File: src/rtl/rtfifo_sched_pkg.sv
// Shared definitions for the Tx/Rx FIFO scheduler: FSM encoding, queue
// select values and the fixed request priority.
package rtfifo_sched_pkg;

    typedef enum logic [3:0] {
        ST_IDLE  = 4'b1000,
        ST_WR    = 4'b0100,
        ST_RD    = 4'b0010,
        ST_FETCH = 4'b0001
    } state_e;

    localparam logic Q_TX = 1'b0;
    localparam logic Q_RX = 1'b1;

    // Request slots, lowest index wins the grant
    localparam int unsigned NREQ      = 4;
    localparam int unsigned REQ_RF_RD = 0;
    localparam int unsigned REQ_TF_WR = 1;
    localparam int unsigned REQ_RF_WR = 2;
    localparam int unsigned REQ_TF_RD = 3;

    function automatic logic [NREQ-1:0] prio_pick(input logic [NREQ-1:0] req);
        return req & NREQ'(~req + NREQ'(1));
    endfunction

endpackage

File: src/rtl/rtfifo_qctl.sv
// Per-queue bookkeeping: pointers, occupancy count, EF/FF flags and the
// pending write/read request bits fed to the shared scheduler.
module rtfifo_qctl
    import rtfifo_sched_pkg::*;
#(
    parameter int unsigned pRTFIFO_Bits = 2
) (
    input  logic                    Clk,
    input  logic                    Rst,
    input  logic                    flush,
    input  logic                    wr_stb,
    input  logic                    rd_stb,
    input  logic                    wr_gnt,
    input  logic                    rd_gnt,
    input  logic                    do_wr,
    input  logic                    do_rd,
    output logic                    wr_req_c,
    output logic                    rd_req_c,
    output logic                    ef,
    output logic                    ff,
    output logic [pRTFIFO_Bits-1:0] wptr,
    output logic [pRTFIFO_Bits-1:0] rptr,
    output logic [pRTFIFO_Bits:0]   count
);

    localparam int unsigned PW    = pRTFIFO_Bits;
    localparam int unsigned CW    = pRTFIFO_Bits + 1;
    localparam int unsigned DEPTH = 2 ** pRTFIFO_Bits;

    logic          pend_wr;
    logic          pend_rd;
    logic          full_c;
    logic          empty_c;
    logic [CW-1:0] count_nxt_c;

    // A pending request is only offered while it can still legally complete
    always_comb begin
        full_c      = (count == CW'(DEPTH));
        empty_c     = (count == '0);
        count_nxt_c = count;
        if (do_wr && !do_rd) begin
            count_nxt_c = count + CW'(1);
        end else if (do_rd && !do_wr) begin
            count_nxt_c = count - CW'(1);
        end
        wr_req_c = pend_wr && !full_c && !flush;
        rd_req_c = pend_rd && !empty_c && !flush;
    end

    always_ff @(posedge Clk or posedge Rst) begin
        if (Rst) begin
            wptr    <= '0;
            rptr    <= '0;
            count   <= '0;
            pend_wr <= 1'b0;
            pend_rd <= 1'b0;
            ef      <= 1'b1;
            ff      <= 1'b0;
        end else if (flush) begin
            wptr    <= '0;
            rptr    <= '0;
            count   <= '0;
            pend_wr <= 1'b0;
            pend_rd <= 1'b0;
            ef      <= 1'b1;
            ff      <= 1'b0;
        end else begin
            if (do_wr) begin
                wptr <= wptr + PW'(1);
            end
            if (do_rd) begin
                rptr <= rptr + PW'(1);
            end
            count <= count_nxt_c;
            ef    <= (count_nxt_c == '0);
            ff    <= (count_nxt_c == CW'(DEPTH));

            // Strobes hitting an already-pending bit are dropped; stale bits are retired
            if (pend_wr) begin
                if (wr_gnt || full_c) begin
                    pend_wr <= 1'b0;
                end
            end else if (wr_stb && !full_c) begin
                pend_wr <= 1'b1;
            end

            if (pend_rd) begin
                if (rd_gnt || empty_c) begin
                    pend_rd <= 1'b0;
                end
            end else if (rd_stb && !empty_c) begin
                pend_rd <= 1'b1;
            end
        end
    end

endmodule

File: src/rtl/rtfifo_sched.sv
// Scheduler sharing one single-port RAM between a Tx and an Rx FIFO:
// arbitrates pending requests and sequences WR, RD and head-refetch cycles.
module rtfifo_sched
    import rtfifo_sched_pkg::*;
#(
    parameter int unsigned pRTFIFO_Bits = 2
) (
    input  logic                  Clk,
    input  logic                  Rst,
    input  logic                  TF_Rst,
    input  logic                  RF_Rst,
    input  logic                  TF_Wr,
    input  logic                  TF_Rd,
    input  logic                  RF_Wr,
    input  logic                  RF_Rd,
    output logic                  TF_EF,
    output logic                  TF_FF,
    output logic                  RF_EF,
    output logic                  RF_FF,
    output logic [pRTFIFO_Bits:0] RAM_Addr,
    output logic                  RAM_WE,
    output logic                  RAM_Sel,
    output logic                  WE_TDO,
    output logic                  WE_RDO,
    output logic                  Busy
);

    localparam int unsigned PW = pRTFIFO_Bits;
    localparam int unsigned CW = pRTFIFO_Bits + 1;

    state_e        state;
    logic          q;
    logic [CW-1:0] ram_addr_r;
    logic          ram_we_r;
    logic          ram_sel_r;
    logic          we_tdo_r;
    logic          we_rdo_r;
    logic          busy_r;

    logic          tx_wr_req_c, tx_rd_req_c, rx_wr_req_c, rx_rd_req_c;
    logic [PW-1:0] tx_wptr, tx_rptr, rx_wptr, rx_rptr;
    logic [CW-1:0] tx_count, rx_count;
    logic          tx_do_wr, tx_do_rd, rx_do_wr, rx_do_rd;

    logic [NREQ-1:0] req_c;
    logic [NREQ-1:0] gnt_c;
    logic            gnt_q_c;
    logic            gnt_wr_c;
    logic            gnt_empty_c;
    logic [PW-1:0]   gnt_wptr_c;
    logic [PW-1:0]   gnt_rptr_c;
    logic [PW-1:0]   cur_rptr_c;
    logic [CW-1:0]   cur_count_c;
    logic            flush_cur_c;

    rtfifo_qctl #(.pRTFIFO_Bits(pRTFIFO_Bits)) u_tx (
        .Clk      (Clk),
        .Rst      (Rst),
        .flush    (TF_Rst),
        .wr_stb   (TF_Wr),
        .rd_stb   (TF_Rd),
        .wr_gnt   (gnt_c[REQ_TF_WR]),
        .rd_gnt   (gnt_c[REQ_TF_RD]),
        .do_wr    (tx_do_wr),
        .do_rd    (tx_do_rd),
        .wr_req_c (tx_wr_req_c),
        .rd_req_c (tx_rd_req_c),
        .ef       (TF_EF),
        .ff       (TF_FF),
        .wptr     (tx_wptr),
        .rptr     (tx_rptr),
        .count    (tx_count)
    );

    rtfifo_qctl #(.pRTFIFO_Bits(pRTFIFO_Bits)) u_rx (
        .Clk      (Clk),
        .Rst      (Rst),
        .flush    (RF_Rst),
        .wr_stb   (RF_Wr),
        .rd_stb   (RF_Rd),
        .wr_gnt   (gnt_c[REQ_RF_WR]),
        .rd_gnt   (gnt_c[REQ_RF_RD]),
        .do_wr    (rx_do_wr),
        .do_rd    (rx_do_rd),
        .wr_req_c (rx_wr_req_c),
        .rd_req_c (rx_rd_req_c),
        .ef       (RF_EF),
        .ff       (RF_FF),
        .wptr     (rx_wptr),
        .rptr     (rx_rptr),
        .count    (rx_count)
    );

    assign tx_do_wr = (state == ST_WR) && (q == Q_TX);
    assign rx_do_wr = (state == ST_WR) && (q == Q_RX);
    assign tx_do_rd = (state == ST_RD) && (q == Q_TX);
    assign rx_do_rd = (state == ST_RD) && (q == Q_RX);

    // Arbitration and per-queue muxing
    always_comb begin
        req_c            = '0;
        req_c[REQ_RF_RD] = rx_rd_req_c;
        req_c[REQ_TF_WR] = tx_wr_req_c;
        req_c[REQ_RF_WR] = rx_wr_req_c;
        req_c[REQ_TF_RD] = tx_rd_req_c;
        gnt_c            = (state == ST_IDLE) ? prio_pick(req_c) : '0;
        gnt_q_c          = gnt_c[REQ_RF_RD] | gnt_c[REQ_RF_WR];
        gnt_wr_c         = gnt_c[REQ_TF_WR] | gnt_c[REQ_RF_WR];
        gnt_wptr_c       = gnt_q_c ? rx_wptr : tx_wptr;
        gnt_rptr_c       = gnt_q_c ? rx_rptr : tx_rptr;
        gnt_empty_c      = gnt_q_c ? RF_EF : TF_EF;
        cur_rptr_c       = q ? rx_rptr : tx_rptr;
        cur_count_c      = q ? rx_count : tx_count;
        flush_cur_c      = q ? RF_Rst : TF_Rst;
    end

    // A flush of the active queue kills its strobes in the same cycle
    assign RAM_WE   = ram_we_r & ~flush_cur_c;
    assign WE_TDO   = we_tdo_r & ~flush_cur_c;
    assign WE_RDO   = we_rdo_r & ~flush_cur_c;
    assign RAM_Addr = ram_addr_r;
    assign RAM_Sel  = ram_sel_r;
    assign Busy     = busy_r;

    always_ff @(posedge Clk or posedge Rst) begin
        if (Rst) begin
            state      <= ST_IDLE;
            q          <= Q_TX;
            ram_addr_r <= '0;
            ram_we_r   <= 1'b0;
            ram_sel_r  <= 1'b0;
            we_tdo_r   <= 1'b0;
            we_rdo_r   <= 1'b0;
            busy_r     <= 1'b0;
        end else begin
            ram_addr_r <= '0;
            ram_we_r   <= 1'b0;
            ram_sel_r  <= 1'b0;
            we_tdo_r   <= 1'b0;
            we_rdo_r   <= 1'b0;
            busy_r     <= 1'b0;
            case (state)
                ST_IDLE: begin
                    if (|gnt_c) begin
                        q         <= gnt_q_c;
                        busy_r    <= 1'b1;
                        ram_sel_r <= gnt_q_c;
                        if (gnt_wr_c) begin
                            state      <= ST_WR;
                            ram_we_r   <= 1'b1;
                            ram_addr_r <= {gnt_q_c, gnt_wptr_c};
                            we_tdo_r   <= gnt_empty_c && (gnt_q_c == Q_TX);
                            we_rdo_r   <= gnt_empty_c && (gnt_q_c == Q_RX);
                        end else begin
                            state      <= ST_RD;
                            ram_addr_r <= {gnt_q_c, gnt_rptr_c};
                        end
                    end
                end
                // Refetch the new head only if the read leaves data behind
                ST_RD: begin
                    if (!flush_cur_c && (cur_count_c != CW'(1))) begin
                        state      <= ST_FETCH;
                        busy_r     <= 1'b1;
                        ram_sel_r  <= q;
                        ram_addr_r <= {q, PW'(cur_rptr_c + PW'(1))};
                        we_tdo_r   <= (q == Q_TX);
                        we_rdo_r   <= (q == Q_RX);
                    end else begin
                        state <= ST_IDLE;
                    end
                end
                default: begin
                    state <= ST_IDLE;
                end
            endcase
        end
    end

endmodule

File: config.mk
export PLATFORM = sky130hd
export DESIGN_NAME = rtfifo_sched
export DESIGN_NICKNAME = d
export VERILOG_FILES = /design/src/rtl/rtfifo_sched_pkg.sv /design/src/rtl/rtfifo_qctl.sv /design/src/rtl/rtfifo_sched.sv
export SDC_FILE = /design/constraint.sdc
export NUM_CORES = 1
export LEC_CHECK = 0
export CAP_MARGIN = 10
export CORE_ASPECT_RATIO = 0.75
export CORE_MARGIN = 2
export CORE_UTILIZATION = 51
export DETAILED_ROUTE_END_ITERATION = 10
export PLACE_DENSITY = 0.87
export SKIP_LAST_GASP = 1
export SLEW_MARGIN = 40
export SYNTH_ARGS = -nofsm -noshare
export SYNTH_HDL_FRONTEND = slang
export SYNTH_HIERARCHICAL = 1
export SYNTH_SLANG_ARGS = --single-unit
File: constraint.sdc
create_clock -name Clk -period 2.1 [get_ports Clk]
set_input_delay 0.525 -clock Clk [delete_from_list [all_inputs] [get_ports Clk]]
set_output_delay 0.525 -clock Clk [all_outputs]
set_load 0.02 [all_outputs]
==> impl_results.md, run 1 <==
- Longest Clk Path Bufs: 2
- Most frequent cells in the layout: 31 x dfrtp_1, 30 x buf_4, 20 x nor2_1
- Status: complete, no violations
- WL/cell: between 15 and 20 um
- Critical setup path kind: reg2reg
- H-tree levels: 2
- Layout cells sized above 1: between 30% and 40%
- Rel. slew slack: between 60% and 70%
- NetSw: about 400 uW
- Synth Cell Area: 1960 um^2
- Worst-path clk slew: 70 ps
- Detailed Route Iter0 Violations: 125
- Leakage: roughly 0.0012 uW
- Vias per std cell: around 5.4
- Critical Path Start: u_rx/count[0]
- Filler cell count: between 200 and 300
- Die Y: between 50 and 60 um
- Fmax: roughly 0.5 GHz
- RSZ-0062 raised after global routing: true
- Post-DP Area: between 2000 and 2500 um^2
- Root Buffer: clkbuf_8
- Ant. Diodes: 0
- Residual DRC: 0
- Worst setup path endpoint: RAM_Addr[0]
- Total GRT Usage: ~23%
- Register area: roughly 850 um^2
- Synth Area per Inst: 10.6 um^2
- Slew Limit Fails: 0
- FF-to-FF End: RAM_Addr[0]
- Flop pwr share: a little under half
- Multi-input logic area: 1030 um^2
- Vias: around 1,600
- Peak supply drop: 0.419 mV
- Int Power: about 1100 uW
- Worst EP required: approximately 2300 ps
- Die Span X: ~76 um
- Post-synth EDFFs: 0
- Placement Rows: 19
- Clock latency on the worst-skew pair: approximately 290 ps
- Post-synth net total: 200
- Most common cell after layout, fill and taps aside: dfrtp_1
- TritonCTS clock tree: done
- Nets: between 200 and 250
- Routability cong.: around 0.87
- First-pass iteration count of the detailed router: 4
- CTS Hold Bufs: 0
- Clock network fraction of total power: between 30 and 40%
- Utilization after layout: approximately two thirds
- Seq/Total Area, Yosys: between 40% and 50%
- Mapped Cells: ~190
- Placed insts: roughly 280
- Syn-to-layout area delta: 27.5%
- Final period util: a little over nine tenths
- Pin count of the biggest net entering global routing: 13
- Synth cell types: ~50
- Post-route minimum period: about 2000 ps
- I/O Buffers: 19
- Sw Share: approximately 27%
- Crit Path Max Fanout: 5
- HP Class: reg2reg
- Initial Utilization: a little over half
- Cells on Worst Hold Path: 1
- Async SR Flop Fraction: 100%
- Comb pwr share: 19.1%
- Core ar.: between 3000 and 4000 um^2
- Synth warnings: 6
- First-pass GRT wire length: ~7100 um
- Final Non-Filler Cells: 288
- I/O pins: 20
- Final Hold Slack: a little over 500 ps
- CTS buffer count: 5
- Critical path endpoint category: flop
- Origin of the critical flop-to-flop path: u_rx/count[0]
- PwrDens: ~590 nW/um^2
- Total wire length: 4510 um
- CTS sink count: 34
- Final setup violating endpoints: 0
- Synth Flop Type: dfrtp_1
- Max_cap viols: 0
- Vias in the first global route: between 1,000 and 1,500
- Number of routed nets with antenna violations: 0
- Fin. Hold Viols: 0
- Startpoint Class: flop
- Grt ovf: 0
- Worst slew pin tran: 485 ps
- Initial antenna violation count: 0
- FF+latch count, synth: 34
- Pwr Total: roughly 1500 uW
- Design Area, Final: between 2000 and 3000 um^2
- Setup Skew: between 7 and 8 ps
- Die area: 4370 um^2
- Worst EP arrival: 2180 ps
- R2R cell count: 8
- R2R Setup Slk: about 91 ps
- Final HPWL DP: between 3000 and 4000 um
-- layer usage --
layer / track usage, % / vias up / share of wire, %
met4: 7.27 / 0 / 1.0
met5: 0 / - / 0
met1: 31.9 / 756 / 46
met2: 34.2 / 46 / 48
met3: 6.26 / 6 / 4.7
li1: - / 752 / -
-- cells in the mapped netlist (2+ instances only) --
cell type	instances	share of area, %
o211a_1	2	1.0
and4bb_2	2	1.3
and2b_2	2	0.89
a2111oi_0	2	0.89
a211oi_1	8	3.1
dfrtp_1	31	40
a21oi_1	4	1.0
a31o_1	2	0.89
nand3_1	2	0.51
xnor2_1	9	4.0
buf_6	5	2.9
ha_1	6	3.8
xor2_1	5	2.2
and2_1	6	1.9
nor3b_1	3	1.1
nor2_1	21	4.0
a21o_1	2	0.76
nor2_2	3	0.96
dfstp_2	3	4.0
nand3b_1	5	1.9
a211o_1	3	1.3
nor2b_1	2	0.64
mux2_2	2	1.1
nand2b_1	2	0.64
inv_1	12	2.3
nor4_1	2	0.64
clkbuf_1	2	0.38
o21ai_0	3	0.76
nand2_1	11	2.1
and4b_4	2	1.4
a22oi_1	2	0.76
-- registers in the layout, summed over array words and instances, names as in the netlist, 2 cells and up --
signal	flops
u_tx/rptr	2
u_rx/wptr	2
u_tx/wptr	2
RAM_Addr	3
u_tx/count	3
state	4
u_rx/rptr	2
u_rx/count	3
-- how the worst min path moves through the flow --
stage / start / end / slack [ps]
finish: u_rx/pend_rd / u_rx/pend_rd / 510
global route: u_rx/pend_rd / u_rx/pend_rd / 530
CTS: u_tx/pend_rd / u_tx/pend_rd / 490
detailed placement: u_tx/pend_rd / u_tx/pend_rd / 480
global placement: u_tx/pend_rd / u_tx/pend_rd / 480
floorplan: Rst / u_rx/count[0] / 380
-- critical path, cell delays in order (launching register included) --
cell and delay [ps]:
dfrtp_1 380, inv_1 120, ha_2 220, nor2b_2 190, nor3b_2 60, buf_4 150, nor2_2 130, mux2_1 350
a221o_1 290
-- cell type report --
class	instances	area share, %
Timing Repair Buffer	50	16.7
Clock inverter	1	0.200
Tap cell	52	2.60
Clock buffer	7	3.45
Inverter	12	1.80
Sequential cell	34	34.2
Multi-Input combinational cell	132	41.2
-- power groups by stage --
stage / sequential [uW] / combinational, uW / clock, uW
global placement: 714 / 264 / 0
floorplan: 718 / 166 / 0
detailed placement: 716 / 270 / 0
global route: 707 / 308 / 539
finish: 704 / 282 / 496
CTS: 704 / 278 / 510
-- per-stage QoR --
step / setup WS, ps / setup TNS (ps)
after floorplan: 64.0 / 0
after global placement: -352 / -2970
after detailed placement: -413 / -3560
after CTS: 7.15 / 0
after global routing: -13.5 / -29.7
final: 91.4 / 0
-- what timing repair did --
action / CTS / global route
pin swaps: 0 / 1
setup endpoints to repair: 6 / 7
setup buffers: 2 / 1
endpoints found under the hold margin: 0 / 0
resized for setup: 18 / 9
-- cells by family (layout without fill, tap and decap cells) --
| kind of cell | after synthesis | after routing | synth area share [%] |
|---|---|---|---|
| buffers and inverters | 20 | 70 | 5.93 |
| XOR/XNOR | 14 | 14 | 6.25 |
| flip-flops | 34 | 34 | 43.5 |
| AO/OA/AOI/OAI | 38 | 38 | 15.8 |
| AND/OR/NAND/NOR | 69 | 69 | 21.7 |
| adder cells (fa/ha/maj) | 6 | 6 | 3.82 |
| multiplexers | 5 | 5 | 2.93 |
Note: power is estimated with default switching activity, not from simulation.
==> run 2, diff against run 1 <==
==> constraint.sdc (replaced) <==
create_clock -name Clk -period 2.1 [get_ports Clk]
set_input_delay 0.525 -clock Clk [delete_from_list [all_inputs] [get_ports Clk]]
set_output_delay 0.525 -clock Clk [all_outputs]
set_load 0.01 [all_outputs]
==> impl_results.md, run 2 (same netlist as run 1, synthesis figures left out) <==
- Startpoint Class: flop
- Pin count of the biggest net entering global routing: 13
- Max FFs per register: 4
- Vias in the first global route: about 1,500
- Post-route minimum period: ~2000 ps
- Placed insts: 278
- Most common cell after layout, fill and taps aside: dfrtp_1
- Critical setup path kind: reg2reg
- Ant. Diodes: 0
- Peak supply drop: just under 0.4 mV
- Final HPWL DP: ~3300 um
- Critical path endpoint category: flop
- CTS sink count: 34
- Met1 wire length: 2150 um
- Initial antenna violation count: 0
- Largest register by flop count: state
- Max_cap viols: 0
- Setup tns final: 0 ps
- TritonCTS clock tree: done
- Slew Limit Fails: 0
- First-pass GRT wire length: roughly 7300 um
- H-tree levels: 2
- Longest Clk Path Bufs: 2
- Worst slew pin tran: 464 ps
- Vias per std cell: 5.39
- Routability cong.: ~0.85
- Total wire length: approximately 4500 um
- Detailed Route Iter0 Violations: approximately 120
- CTS Hold Bufs: 0
- Final Non-Filler Cells: approximately 290
- Fmax: ~0.49 GHz
- Worst EP required: 2310 ps
- Total GRT Usage: between 20 and 25%
- Top layer in use: met4
- I/O pins: 20
- PwrDens: roughly 600 nW/um^2
- Final period util: 96.3%
- Most frequent cells in the layout: 31 x dfrtp_1, 30 x buf_4, 21 x nor2_1
- Die area: between 4000 and 5000 um^2
- Grt ovf: 0
- Filler cell count: between 200 and 300
- Worst Setup Slack post-DPL: -396 ps
- Layout cells sized above 1: 26.8%
- Leakage: 0.00113 uW
- Initial Utilization: a little over half
- WL met3: 197 um
- Setup Skew: between 7 and 8 ps
- Nets: around 250
- Die Y: around 58 um
- Placement Rows: 19
- Final setup violating endpoints: 0
- Crit Path Max Fanout: 10
- Number of routed nets with antenna violations: 0
- Worst-path clk slew: about 70 ps
- CTS buffer count: 5
- Rel. slew slack: a little under 70%
- Clock latency on the worst-skew pair: 290 ps
- HP Class: reg2reg
- WL met2: ~2100 um
- Syn-to-layout area delta: 25.9%
- Residual DRC: 0
- Core ar.: 3680 um^2
- WL/cell: 15.6 um
- Die Span X: ~76 um
- Vias: 1,548
- Status: complete, no violations
- I/O Buffers: 19
- Fin. Hold Viols: 0
- Worst EP arrival: about 2200 ps
- First-pass iteration count of the detailed router: 4
- Final WS setup: between 70 and 80 ps
- Root Buffer: clkbuf_8
[run 2: timing repair]
| action | CTS | global route |
|---|---|---|
| setup endpoints to repair | 6 | 5 |
| buffers inserted | 1 | 0 |
| gates resized for setup | 5 | 7 |
[run 2: layer usage]
metal,up-vias,GRT usage [%]
met1,754,32.2
li1,744,-
met5,-,0
met4,0,5.76
met2,44,35.3
met3,6,5.22
[run 2: per-stage QoR]
stage	utilization (%)	total power, uW	instance area (um^2)	hold slack [ps]
after floorplan	-	876	1960	377
after global placement	64.2	978	2360	474
after detailed placement	64.2	988	2360	483
after CTS	66.7	1490	2460	492
after global routing	67.1	1550	2470	533
final	67.1	1480	2470	489
[run 2: worst paths after layout]
kind                         startpoint           end  slack, ps  cells past startpoint
max in group asynchronous           Rst      state[3]       1120                      2
min in group asynchronous           Rst  u_tx/rptr[1]        630                      2
max                                   q       u_rx/ef         80                      7
max reg2reg                           q       u_rx/ef         80                      7
min                        u_tx/pend_rd  u_tx/pend_rd        490                      1
min reg2reg                u_tx/pend_rd  u_tx/pend_rd        490                      1
[run 2: critical path, cell delays in order, from the launching register on]
cell     delay (ps)
dfrtp_1         390
buf_4           190
inv_1           130
nor4_1          300
buf_4           240
and4b_4         220
a211o_1         270
a31o_1          220
[run 2: area by class of cell]
class                           instances  area (um^2)  share of cell area, %
Sequential cell                        34          855                   34.6
Tap cell                               52         65.1                   2.63
Clock inverter                          1         5.00                  0.203
Inverter                               12         45.0                   1.82
Multi-Input combinational cell        132         1010                   40.9
Clock buffer                            7         86.3                   3.49
Timing Repair Buffer                   49          405                   16.4
[run 2: power by group]
group          internal [uW]  switching [uW]
Clock                    264             233
Sequential               685            21.6
Combinational            135             143
